### src/rtl/decimal_convert_arbiter_if.sv
// Request/result bundle between the requesters and the shared decimal conversion engine.
interface decimal_convert_arbiter_if #(
  parameter int NUM_REQ = 4,
  parameter int ID_W    = 2
);
  logic [NUM_REQ-1:0]   req;
  logic [8*NUM_REQ-1:0] req_value;
  logic [NUM_REQ-1:0]   ack;
  logic                 busy;
  logic                 done;
  logic [ID_W-1:0]      done_id;
  logic [3:0]           hundreds;
  logic [3:0]           tens;
  logic [3:0]           ones;

  modport master (
    output req, req_value,
    input  ack, busy, done, done_id, hundreds, tens, ones
  );

  modport slave (
    input  req, req_value,
    output ack, busy, done, done_id, hundreds, tens, ones
  );
endinterface

### src/rtl/decimal_convert_arbiter.sv
// Round-robin shared binary-to-BCD engine: 8-bit value -> hundreds/tens/ones by
// repeated subtraction, result returned with a one-cycle done tagged by requester ID.
module decimal_convert_arbiter #(
  parameter int NUM_REQ = 4,
  parameter int ID_W    = 2
) (
  input  logic clk,
  input  logic rst_n,
  decimal_convert_arbiter_if.slave bus
);

  typedef enum logic [1:0] {IDLE, SUB100, SUB10, DONE} state_t;

  state_t             state_q, state_d;
  logic [7:0]         rem_q, rem_d;
  logic [3:0]         hund_q, hund_d;
  logic [3:0]         tcnt_q, tcnt_d;
  logic [ID_W-1:0]    cur_id_q, cur_id_d;
  logic [ID_W-1:0]    last_grant_q, last_grant_d;
  logic [NUM_REQ-1:0] ack_q, ack_d;
  logic               busy_q, busy_d;
  logic               done_q, done_d;
  logic [ID_W-1:0]    done_id_q, done_id_d;
  logic [3:0]         hundreds_q, hundreds_d;
  logic [3:0]         tens_q, tens_d;
  logic [3:0]         ones_q, ones_d;

  logic               found;
  logic [ID_W-1:0]    gnt;
  logic [ID_W-1:0]    cand;

  // Search starts one past the last grant and wraps, so the last winner ranks lowest.
  always_comb begin
    found = 1'b0;
    gnt   = '0;
    cand  = '0;
    for (int unsigned i = 1; i <= NUM_REQ; i++) begin
      cand = ID_W'((32'(last_grant_q) + i) % NUM_REQ);
      if (!found && bus.req[cand]) begin
        found = 1'b1;
        gnt   = cand;
      end
    end
  end

  always_comb begin
    state_d      = state_q;
    rem_d        = rem_q;
    hund_d       = hund_q;
    tcnt_d       = tcnt_q;
    cur_id_d     = cur_id_q;
    last_grant_d = last_grant_q;
    ack_d        = '0;
    done_d       = 1'b0;
    done_id_d    = done_id_q;
    hundreds_d   = hundreds_q;
    tens_d       = tens_q;
    ones_d       = ones_q;

    case (state_q)
      IDLE: begin
        if (found) begin
          state_d      = SUB100;
          rem_d        = bus.req_value[8*gnt +: 8];
          hund_d       = '0;
          tcnt_d       = '0;
          cur_id_d     = gnt;
          last_grant_d = gnt;
          ack_d[gnt]   = 1'b1;
        end
      end
      SUB100: begin
        if (rem_q >= 8'd100) begin
          rem_d  = rem_q - 8'd100;
          hund_d = hund_q + 4'd1;
        end else begin
          state_d = SUB10;
        end
      end
      SUB10: begin
        if (rem_q >= 8'd10) begin
          rem_d  = rem_q - 8'd10;
          tcnt_d = tcnt_q + 4'd1;
        end else begin
          state_d    = DONE;
          done_d     = 1'b1;
          done_id_d  = cur_id_q;
          hundreds_d = hund_q;
          tens_d     = tcnt_q;
          ones_d     = rem_q[3:0];
        end
      end
      DONE: begin
        state_d = IDLE;
      end
      default: begin
        state_d = IDLE;
      end
    endcase

    busy_d = (state_d != IDLE);
  end

  always_ff @(posedge clk or negedge rst_n) begin
    if (!rst_n) begin
      state_q      <= IDLE;
      rem_q        <= '0;
      hund_q       <= '0;
      tcnt_q       <= '0;
      cur_id_q     <= '0;
      last_grant_q <= ID_W'(NUM_REQ - 1);
      ack_q        <= '0;
      busy_q       <= 1'b0;
      done_q       <= 1'b0;
      done_id_q    <= '0;
      hundreds_q   <= '0;
      tens_q       <= '0;
      ones_q       <= '0;
    end else begin
      state_q      <= state_d;
      rem_q        <= rem_d;
      hund_q       <= hund_d;
      tcnt_q       <= tcnt_d;
      cur_id_q     <= cur_id_d;
      last_grant_q <= last_grant_d;
      ack_q        <= ack_d;
      busy_q       <= busy_d;
      done_q       <= done_d;
      done_id_q    <= done_id_d;
      hundreds_q   <= hundreds_d;
      tens_q       <= tens_d;
      ones_q       <= ones_d;
    end
  end

  assign bus.ack      = ack_q;
  assign bus.busy     = busy_q;
  assign bus.done     = done_q;
  assign bus.done_id  = done_id_q;
  assign bus.hundreds = hundreds_q;
  assign bus.tens     = tens_q;
  assign bus.ones     = ones_q;

endmodule

### src/flat_wrapper.sv
// flat-port wrapper written by rule: the top's interface ports become plain ports
module decimal_convert_arbiter_flat 
#(
  parameter int NUM_REQ = 4,
  parameter int ID_W    = 2
)
  (clk, rst_n, bus_req, bus_req_value, bus_ack, bus_busy, bus_done, bus_done_id, bus_hundreds, bus_tens, bus_ones);
  decimal_convert_arbiter_if #(.NUM_REQ(NUM_REQ), .ID_W(ID_W)) bus_i ();
  input  logic clk;
  input  logic rst_n;
  input wire logic [$bits(bus_i.req)-1:0] bus_req;
  input wire logic [$bits(bus_i.req_value)-1:0] bus_req_value;
  output wire logic [$bits(bus_i.ack)-1:0] bus_ack;
  output wire logic [$bits(bus_i.busy)-1:0] bus_busy;
  output wire logic [$bits(bus_i.done)-1:0] bus_done;
  output wire logic [$bits(bus_i.done_id)-1:0] bus_done_id;
  output wire logic [$bits(bus_i.hundreds)-1:0] bus_hundreds;
  output wire logic [$bits(bus_i.tens)-1:0] bus_tens;
  output wire logic [$bits(bus_i.ones)-1:0] bus_ones;
  assign bus_i.req = bus_req;
  assign bus_i.req_value = bus_req_value;
  assign bus_ack = bus_i.ack;
  assign bus_busy = bus_i.busy;
  assign bus_done = bus_i.done;
  assign bus_done_id = bus_i.done_id;
  assign bus_hundreds = bus_i.hundreds;
  assign bus_tens = bus_i.tens;
  assign bus_ones = bus_i.ones;
  decimal_convert_arbiter #(.NUM_REQ(NUM_REQ), .ID_W(ID_W)) u_core (.clk(clk), .rst_n(rst_n), .bus(bus_i));
endmodule
### config.mk
export PLATFORM = sky130hd
export DESIGN_NAME = decimal_convert_arbiter_flat
export DESIGN_NICKNAME = d
export VERILOG_FILES = /design/src/rtl/decimal_convert_arbiter_if.sv /design/src/rtl/decimal_convert_arbiter.sv /design/src/flat_wrapper.sv
export SDC_FILE = /design/constraint.sdc
export NUM_CORES = 1
export LEC_CHECK = 0
export CORE_UTILIZATION = 30
export DETAILED_ROUTE_END_ITERATION = 16
export PLACE_DENSITY_LB_ADDON = 0.25
export SLEW_MARGIN = 10
export SYNTH_ARGS = -nofsm -noshare
export SYNTH_HDL_FRONTEND = slang
export SYNTH_SLANG_ARGS = --single-unit
### constraint.sdc
create_clock -name clk -period 2 [get_ports clk]
set_input_delay 0.4 -clock clk [delete_from_list [all_inputs] [get_ports clk]]
set_output_delay 0.4 -clock clk [all_outputs]
set_load 0.01 [all_outputs]
==> out/results.ini <==
[placement]
place.gp.congestion=0.793
place_hpwl_um=4570
pre_cts_slack_ps=-454
placed_area_mm2=0.00344
port_buffers=57
post-place-cells=452

[sta]
rsz0062_at_grt=true
maxSlewHeadroom=0.639
finalCritPeriodShare=1.04
slew_viol_final=0
setup_viol=3
finalCriticalPeriod_ps=2070
fin_worst_skew_ps=3.43
worst_pin_slew_ps=542
setup_ws_ps=-74.3
setup_tns_ps=-150
finalHoldViolCount=0
fmax_mhz=482

[drt]
via_per_inst=4.89
post_drt_wl_per_cell_um=13.5
dr_total_vias=2267
drtAntennaViolNets=0
wirelength_um=6250
drc=0
firstDrtPassIters=4
drtIter0Drc=97

[synth]
synth_edf_count=0
synth_area_per_cell_um2=9.56
ys_seq_elements=42
synth_fp_nets=319
syn_inst=270
async_flop_share=1.00
synth_cell_types=57
syn_area_mm2=0.00258
synth-main-ff-cell=dfrtp_1
yosys_warnings=0
yosysSeqAreaShare=0.408

[cts]
cts.sinks=42
clock_latency_ps=290
cts.clk_slew.worst_paths_ps=80
clockRootBuffer=clkbuf_8
h-tree-depth=2
cts_tree=built
max-clock-path-buffers=2
cts_buffers=5
cts.hold.buffers_added=0

[floorplan]
fp-row-count=33
die_width_um=94.7
die_h_um=94.7
start_util=0.312
ios=58
die_area_mm2=0.00897
core-area_mm2=0.00826

[pwr]
power_density_mw_per_mm2=1420
ir_drop_mv=0.466
p_leak_nw=1.68

[layout]
num_antenna_cells=0
seq_area_mm2=0.00105
final_util=0.443
drive_gt1_frac=0.226
area_growth_pct=41.9
fin_area_mm2=0.00366
num-nets-final=407
multi_input_area_mm2=0.00147
fin_cells=464
fillerInstances=845

[global_route]
antenna_found_initial=0
grt_pass1_wl_um=10300
grt_pass1_vias=2135
grt_overflow=0
grt_start_max_net_pins=43
grtUsageTotal=0.148

[worst_hold_path]
worst_hold_path_type=input pin to async pin

[setup_path]
worstSetupPathType=register to register
startpoint_type=register
critPathSlowestCell=dfstp_2
arrival_ps=2250
path_cells=mux2i_2, o22ai_2, nor2_4, buf_4, mux2_2, a21oi_1, a32oi_1
max_stage_delay_ps=560
cp_max_fo=7
end_kind=register
crit_required_ps=2180

[job]
max_cap_viol_count=0

[status]
violations=negative setup slack
status=complete, but fails checks

-- critical path: cells and delay by family, from the launching register on --
kind | cells | cell delay [ps]
flops | 1 | 560
mux | 2 | 580
simple gates | 1 | 250
buf+inv | 1 | 170
compound gates | 3 | 400
-- registers in the layout (all words and copies together) (netlist names) --
register,count
u_core.cur_id_q,2
u_core.bus.done_id,2
u_core.last_grant_q,2
u_core.hund_q,4
u_core.state_q,2
u_core.bus.ones,4
u_core.bus.done,1
u_core.tcnt_q,4
u_core.bus.ack,4
u_core.bus.busy,1
u_core.rem_q,8
u_core.bus.tens,4
u_core.bus.hundreds,4
-- routing by layer --
layer	up-vias	wire length [um]	track usage
met1	1063	3020	0.202
met4	0	77	0.0455
met2	62	2830	0.235
met5	-	0	0
li1	1136	-	-
met3	6	317	0.0298
-- cells in the final DEF, fill, tap and decap left out, drive strengths merged, types with 5 or more instances in the layout --
cell	n
nand2b	6
buf	37
a21oi	11
nand2	50
ha	11
dfrtp	40
a31oi	5
nor3	6
a221oi	8
o21ai	15
mux2	6
clkbuf	6
inv	13
nor2	19
clkdlybuf4s50	54
a22o	6
mux2i	11
-- cell type report --
type | instances | area share
multi-input combinational | 202 | 0.401
sequential | 42 | 0.288
inverter | 14 | 0.0157
clock buffer | 6 | 0.0198
clock inverter | 2 | 0.0103
tap | 105 | 0.0359
timing repair buffer | 93 | 0.230
-- power breakdown --
group	switching, mW	total, mW	internal (mW)	leakage, nW
combinational	1.52	3.09	1.57	1.08
clock	0.303	0.675	0.373	0.0514
sequential	0.288	1.44	1.15	0.544
-- logic make-up (layout without fill, tap and decap cells) --
logic type               count (synthesis)  in the layout  synth area share
XOR/XNOR                                 6              6            0.0204
AO/OA/AOI/OAI                           66             67             0.193
flip-flops                              42             42             0.408
adder cells (fa/ha/maj)                 11             11            0.0533
buffers and inverters                   27            115            0.0553
multiplexers                            17             17            0.0718
AND/OR/NAND/NOR                        101            101             0.198
-- per-stage QoR --
step	hold WS, ps	power, mW
floorplan	104	3.33
global placement	458	4.28
detailed placement	462	4.32
CTS	195	5.07
global route	227	5.63
finish	175	5.21
-- Yosys cell counts (5+ instances only) --
cell / count / area share
nand2_1: 50 / 0.073
clkbuf_1: 6 / 0.0087
nor2_1: 17 / 0.025
a21oi_1: 10 / 0.019
mux2i_1: 11 / 0.043
dfrtp_1: 40 / 0.39
a221oi_1: 7 / 0.024
a31oi_1: 5 / 0.012
o21ai_0: 11 / 0.021
inv_1: 13 / 0.019
nand2b_1: 5 / 0.012
a22o_1: 5 / 0.017
ha_1: 11 / 0.053
-- what timing repair did --
item,4_1_cts,5_1_grt
endpoints found under the setup margin,6,15
setup buffers,0,3
cloned,0,1
pin swaps,2,8
gates resized for setup,6,14
-- path summary, 6_finish.rpt --
kind	start	endpoint	slack [ps]	depth (start not counted)
max in group asynchronous	rst_n	u_core.last_grant_q[1]	1450	2
max reg2reg	u_core.last_grant_q[1]	u_core.rem_q[6]	-70	7
max	u_core.last_grant_q[1]	u_core.rem_q[6]	-70	7
min	rst_n	u_core.bus.done	170	2
min in group clk	u_core.bus.hundreds[0]	u_core.bus.hundreds[0]	480	2
min reg2reg	u_core.bus.hundreds[0]	u_core.bus.hundreds[0]	480	2
Power figures use the tool's default switching activity.
